`config.mk`:
```
export PLATFORM = sky130hd
export DESIGN_NAME = debug_frame_uart_tx
export DESIGN_NICKNAME = d
export VERILOG_FILES = /design/src/rtl/debug_frame_uart_tx.sv
export SDC_FILE = /design/constraint.sdc
export NUM_CORES = 1
export LEC_CHECK = 0
export CAP_MARGIN = 20
export CORE_ASPECT_RATIO = 0.7
export CORE_MARGIN = 1
export CORE_UTILIZATION = 30
export DETAILED_ROUTE_END_ITERATION = 7
export PLACE_DENSITY = 0.5
export SLEW_MARGIN = 20
export SYNTH_ARGS = -nofsm -noshare
export SYNTH_HDL_FRONTEND = slang
export SYNTH_SLANG_ARGS = --single-unit
```
`constraint.sdc`:
```
create_clock -name CLOCK_50 -period 3.3 [get_ports CLOCK_50]
set_input_delay 0.66 -clock CLOCK_50 [delete_from_list [all_inputs] [get_ports CLOCK_50]]
set_output_delay 0.66 -clock CLOCK_50 [all_outputs]
set_load 0.01 [all_outputs]
```
`src/rtl/debug_frame_uart_tx.sv`:
```
// Serializes a snapshot of six debug bytes as one 8N1 UART frame:
// sync byte, six data bytes, XOR checksum of the data bytes.
module debug_frame_uart_tx #(
  parameter int          CLKS_PER_BIT = 434,
  parameter logic [7:0]  SYNC_BYTE    = 8'hA5
) (
  input  logic        CLOCK_50,
  input  logic        rst_n,
  input  logic        start,
  input  logic [7:0]  d_x0,
  input  logic [7:0]  d_x1,
  input  logic [7:0]  d_x2,
  input  logic [7:0]  d_x3,
  input  logic [7:0]  d_x4,
  input  logic [7:0]  d_x5,
  output logic        UART_TXD,
  output logic        busy,
  output logic        done,
  output logic [15:0] frames_sent
);

  localparam logic [1:0] S_IDLE  = 2'd0;
  localparam logic [1:0] S_START = 2'd1;
  localparam logic [1:0] S_DATA  = 2'd2;
  localparam logic [1:0] S_STOP  = 2'd3;

  localparam logic [15:0] BIT_LAST = 16'(CLKS_PER_BIT - 1);

  logic [1:0]  state_q,  state_d;
  logic [15:0] timer_q,  timer_d;
  logic [2:0]  bit_q,    bit_d;
  logic [2:0]  byte_q,   byte_d;
  logic [47:0] snap_q,   snap_d;
  logic        txd_q,    txd_d;
  logic        busy_q,   busy_d;
  logic        done_q,   done_d;
  logic [15:0] frames_q, frames_d;

  logic [7:0]  chk;
  logic [7:0]  cur_byte;
  logic [2:0]  nxt_bit;
  logic        bit_end;

  assign chk      = snap_q[7:0] ^ snap_q[15:8] ^ snap_q[23:16]
                  ^ snap_q[31:24] ^ snap_q[39:32] ^ snap_q[47:40];
  assign bit_end  = (timer_q == BIT_LAST);
  assign nxt_bit  = bit_q + 3'd1;

  always_comb begin
    case (byte_q)
      3'd0:    cur_byte = SYNC_BYTE;
      3'd1:    cur_byte = snap_q[7:0];
      3'd2:    cur_byte = snap_q[15:8];
      3'd3:    cur_byte = snap_q[23:16];
      3'd4:    cur_byte = snap_q[31:24];
      3'd5:    cur_byte = snap_q[39:32];
      3'd6:    cur_byte = snap_q[47:40];
      default: cur_byte = chk;
    endcase
  end

  // The line value for the next bit is registered at the bit boundary,
  // so UART_TXD changes exactly one cycle after the deciding edge.
  always_comb begin
    state_d  = state_q;
    timer_d  = timer_q + 16'd1;
    bit_d    = bit_q;
    byte_d   = byte_q;
    snap_d   = snap_q;
    txd_d    = txd_q;
    busy_d   = busy_q;
    done_d   = 1'b0;
    frames_d = frames_q;
    case (state_q)
      S_IDLE: begin
        timer_d = '0;
        if (start) begin
          snap_d  = {d_x5, d_x4, d_x3, d_x2, d_x1, d_x0};
          state_d = S_START;
          byte_d  = '0;
          txd_d   = 1'b0;
          busy_d  = 1'b1;
        end
      end
      S_START: begin
        if (bit_end) begin
          timer_d = '0;
          state_d = S_DATA;
          bit_d   = '0;
          txd_d   = cur_byte[0];
        end
      end
      S_DATA: begin
        if (bit_end) begin
          timer_d = '0;
          if (bit_q == 3'd7) begin
            state_d = S_STOP;
            txd_d   = 1'b1;
          end else begin
            bit_d = nxt_bit;
            txd_d = cur_byte[nxt_bit];
          end
        end
      end
      default: begin
        if (bit_end) begin
          timer_d = '0;
          if (byte_q == 3'd7) begin
            state_d  = S_IDLE;
            busy_d   = 1'b0;
            done_d   = 1'b1;
            frames_d = frames_q + 16'd1;
          end else begin
            byte_d  = byte_q + 3'd1;
            state_d = S_START;
            txd_d   = 1'b0;
          end
        end
      end
    endcase
  end

  always_ff @(posedge CLOCK_50 or negedge rst_n) begin
    if (!rst_n) begin
      state_q  <= S_IDLE;
      timer_q  <= '0;
      bit_q    <= '0;
      byte_q   <= '0;
      snap_q   <= '0;
      txd_q    <= 1'b1;
      busy_q   <= 1'b0;
      done_q   <= 1'b0;
      frames_q <= '0;
    end else begin
      state_q  <= state_d;
      timer_q  <= timer_d;
      bit_q    <= bit_d;
      byte_q   <= byte_d;
      snap_q   <= snap_d;
      txd_q    <= txd_d;
      busy_q   <= busy_d;
      done_q   <= done_d;
      frames_q <= frames_d;
    end
  end

  assign UART_TXD    = txd_q;
  assign busy        = busy_q;
  assign done        = done_q;
  assign frames_sent = frames_q;

endmodule

```
==> impl_metrics.yaml <==
timing:
  setup_repair_after_global_routing_missed_its_margin: "no"
  fin_crit_sh: 0.798
  final_hold_viol_count: 0
  finClkSkew_ps: 8.00
  timing_worst_slew_pin_value_ps: 654
  setup_viol_count_final: 0
  fmax_mhz: 380
  number_of_pins_with_negative_max_slew_slack_in_the_final_report: 0
  timing.slew.headroom: 0.564
  finalCriticalPeriod_ps: 2630
  total_negative_slack_ps: 0
place:
  placed_cells_incl_taps: 678
  place.port_buffers: 69
  post_dp_cell_area_um2: 5730
  globalplace.congestion: 0.813
  place.detailed.hpwl_mm: 8.00
layout:
  antenna_cells_inserted: 0
  final_area_um2: 6060
  design.final.nets: 555
  multi_input_comb_area_um2: 2420
  final-seq-area_um2: 2280
  post_layout_utilization_of_the_core: 0.388
  areaGrowthSynthToFinish_pct: 24.9
  layout.filler_cells: 1500
  drive_above_1_share: 0.182
  finalNonFillerCells: 694
pwr:
  cellLeakagePower_nw: 2.48
  power.density_nw_per_um2: 877
  power.ir.vdd_worst_mv: 0.373
status:
  outcome: "completed"
routing:
  routed_wirelength_mm: 10.9
  drc: 0
  avgViaCountPerCell: 4.89
  num_vias: 3397
  initialDrtViolationCount: 222
  firstDrtPassIters: 4
  routed_wire_length_per_instance_um: 15.7
  ant_nets: 0
floorplanning:
  top_level_ports: 70
  fp.dieArea_um2: 16700
  chipWidth_um: 154
  core_area_um2: 15600
  start_util: 0.310
  die_height_um: 108
  core.rowCount: 38
worst_setup_path:
  start_kind: "flip-flop"
  critical_path.slowest_cell: "sky130_fd_sc_hd__or4_1"
  end_kind: "flip-flop"
  crit_family: "simple AND/OR/NAND/NOR gates"
  crit_path_frequent_cell: "sky130_fd_sc_hd__ha_1"
  critPathRequiredTime_ps: 3560
  worstPathCellList: "ha_1, ha_1, or4_1, and3_4, a22oi_2, and3_1, a311oi_1, o31ai_1"
  cp.arrival_ps: 2890
  critPathKind: "flip-flop to flip-flop"
  buffering_stage_count_on_the_worst_path_with_inverters_included: 0
  crit_fanout: 10
  max_stage_delay_ps: 710
synth:
  syn_area_per_cell_um2: 11.4
  netlist.top_cell.by_area: "sky130_fd_sc_hd__dfrtp_1"
  synth-seq-cells: 91
  ys_types: 51
  ys_seq_area_frac: 0.469
  yosys-top-cells-area: "sky130_fd_sc_hd__dfrtp_1, sky130_fd_sc_hd__mux2_2, sky130_fd_sc_hd__xnor2_1"
  post-synth-top-area-fraction: 0.464
  syn_nets: 490
  yosys_warnings: 0
  synthCells: 424
  netlist_area_before_placement_um2: 4850
clocking:
  clock_tree.htree_level_count: 3
  clk-insertion-delay-late_ps: 350
  clk_path_buf_depth: 2
  clock-sinks: 91
  cts_tree: "built"
  post_cts_resize_count: 0
  clk_pin_slew_worst_paths_ps: 60
  numCtsBuffers: 9
  quantity_of_hold_fixing_buffers_added_after_cts: 0
  cts_setup_buffers: 0
  cts.root.buffer_cell: "sky130_fd_sc_hd__clkbuf_16"
min_path:
  holdCritPathClass: "input pin to async pin"
job:
  maxCapViolations: 0
grt:
  globalRoute.totalOverflow: 0
  wire_length_of_the_first_global_routing_pass_mm: 18.3
  grt_pass1_vias: 3500
  grt_start_max_net_pins: 43
  grt_use_total: 0.142
  antenna_found_initial: 0
layer usage:
metal | part of all wire | global-route usage | vias to the layer above
met1 | 0.52 | 0.197 | 1669
met5 | 0 | 0 | -
li1 | - | - | 1644
met3 | 0.039 | 0.0333 | 16
met2 | 0.43 | 0.218 | 68
met4 | 0.014 | 0.0443 | 0
placed cells by master, fill, tap and decap left out, types with 2 or more instances in the layout:
master / Yosys / routed
sky130_fd_sc_hd__clkbuf_8: 0 / 3
sky130_fd_sc_hd__a222oi_1: 4 / 4
sky130_fd_sc_hd__mux2_2: 56 / 56
sky130_fd_sc_hd__buf_4: 2 / 4
sky130_fd_sc_hd__o2111ai_1: 2 / 2
sky130_fd_sc_hd__or3_1: 2 / 2
sky130_fd_sc_hd__inv_1: 11 / 11
sky130_fd_sc_hd__o211ai_1: 2 / 2
sky130_fd_sc_hd__nor2_1: 27 / 27
sky130_fd_sc_hd__dfrtp_1: 90 / 90
sky130_fd_sc_hd__a221oi_1: 6 / 6
sky130_fd_sc_hd__a31oi_1: 3 / 3
sky130_fd_sc_hd__nand2b_1: 3 / 3
sky130_fd_sc_hd__clkdlybuf4s50_1: 0 / 68
sky130_fd_sc_hd__and4_1: 2 / 2
sky130_fd_sc_hd__o21ai_0: 14 / 14
sky130_fd_sc_hd__bufinv_16: 0 / 2
sky130_fd_sc_hd__nand4_1: 8 / 8
sky130_fd_sc_hd__nand2_1: 17 / 16
sky130_fd_sc_hd__ha_1: 15 / 15
sky130_fd_sc_hd__or2_2: 2 / 2
sky130_fd_sc_hd__and2_1: 3 / 3
sky130_fd_sc_hd__a22oi_1: 3 / 3
sky130_fd_sc_hd__a211o_2: 2 / 2
sky130_fd_sc_hd__and3_1: 8 / 8
sky130_fd_sc_hd__nand3b_1: 3 / 3
sky130_fd_sc_hd__xor2_1: 16 / 16
sky130_fd_sc_hd__a21oi_1: 12 / 12
sky130_fd_sc_hd__a22o_1: 5 / 5
sky130_fd_sc_hd__nor4_2: 2 / 2
sky130_fd_sc_hd__xnor2_1: 52 / 52
sky130_fd_sc_hd__nor4b_1: 2 / 2
sky130_fd_sc_hd__clkbuf_16: 0 / 9
sky130_fd_sc_hd__o31ai_1: 2 / 2
sky130_fd_sc_hd__nor3_1: 2 / 2
sky130_fd_sc_hd__nand3_1: 15 / 15
report_power, final:
group | internal, W | switching, W | total [W]
sequential | 0.00148 | 0.000377 | 0.00185
clock | 0.000728 | 0.000433 | 0.00116
combinational | 0.00125 | 0.00106 | 0.00230
total | 0.00345 | 0.00187 | 0.00532
cells by family (layout without fill, tap and decap cells):
family	count (synthesis)	after routing	share of synthesized area
XOR/XNOR	68	68	0.123
adder cells (fa/ha/maj)	15	15	0.0387
buffers and inverters	30	100	0.0317
AO/OA/AOI/OAI	59	59	0.0853
multiplexers	57	57	0.132
flip-flops	91	91	0.469
AND/OR/NAND/NOR	104	104	0.120
layout make-up:
| type | count | share of cell area |
|---|---|---|
| Clock buffer | 13 | 0.0446 |
| Tap cell | 200 | 0.0413 |
| Clock inverter | 3 | 0.0113 |
| Sequential cell | 91 | 0.376 |
| Multi-Input combinational cell | 303 | 0.400 |
| Inverter | 11 | 0.00681 |
| Timing Repair Buffer | 73 | 0.120 |
final timing paths:
path	from	end	slack [ps]	cells past startpoint
min in group CLOCK_50	frames_sent[15]$_DFFE_PN0P_	frames_sent[15]$_DFFE_PN0P_	480	1
min	rst_n	timer_q[9]$_DFF_PN0_	300	1
max in group asynchronous	rst_n	snap_q[19]$_DFFE_PN0P_	2120	2
max reg2reg	byte_q[0]$_DFFE_PN0P_	UART_TXD$_DFFE_PN1P_	670	8
min reg2reg	frames_sent[15]$_DFFE_PN0P_	frames_sent[15]$_DFFE_PN0P_	480	1
max	byte_q[0]$_DFFE_PN0P_	UART_TXD$_DFFE_PN1P_	670	8
state kept, by name, indices dropped and copies added, names as in the netlist:
name and count:
UART_TXD 1, byte_q 3, state_q 2, bit_q 3, busy 1, frames_sent 16
timer_q 16, snap_q 48, done 1
cell usage after synthesis (all sizes together):
cell / instances
o211ai: 2
clkbuf: 9
mux2: 56
a31oi: 3
a211o: 2
ha: 15
clkdlybuf4s15: 1
nor4b: 2
nand2: 17
dfstp: 1
nand3b: 3
nor3: 2
or3: 2
and4: 2
nor4bb: 1
o2111ai: 2
nand4: 9
a311oi: 1
buf: 9
o31ai: 2
a222oi: 4
xnor2: 52
dfrtp: 90
inv: 11
nand3: 15
nor4: 3
or4: 1
a21oi: 12
o21ai: 14
and2: 3
mux2i: 1
nor2: 28
or2: 2
nand2b: 3
a221oi: 6
a22oi: 4
and3: 10
a22o: 5
nor3b: 1
a221o: 1
xor2: 16
a211oi: 1
per-stage QoR:
step	hold slack, ps	setup WS [ps]	total power, W
after floorplan	364	924	0.00364
after global placement	459	800	0.00416
after detailed placement	481	717	0.00419
after CTS	320	685	0.00539
after global routing	350	531	0.00569
final	302	667	0.00532
Note: power is estimated with default switching activity, not from simulation.
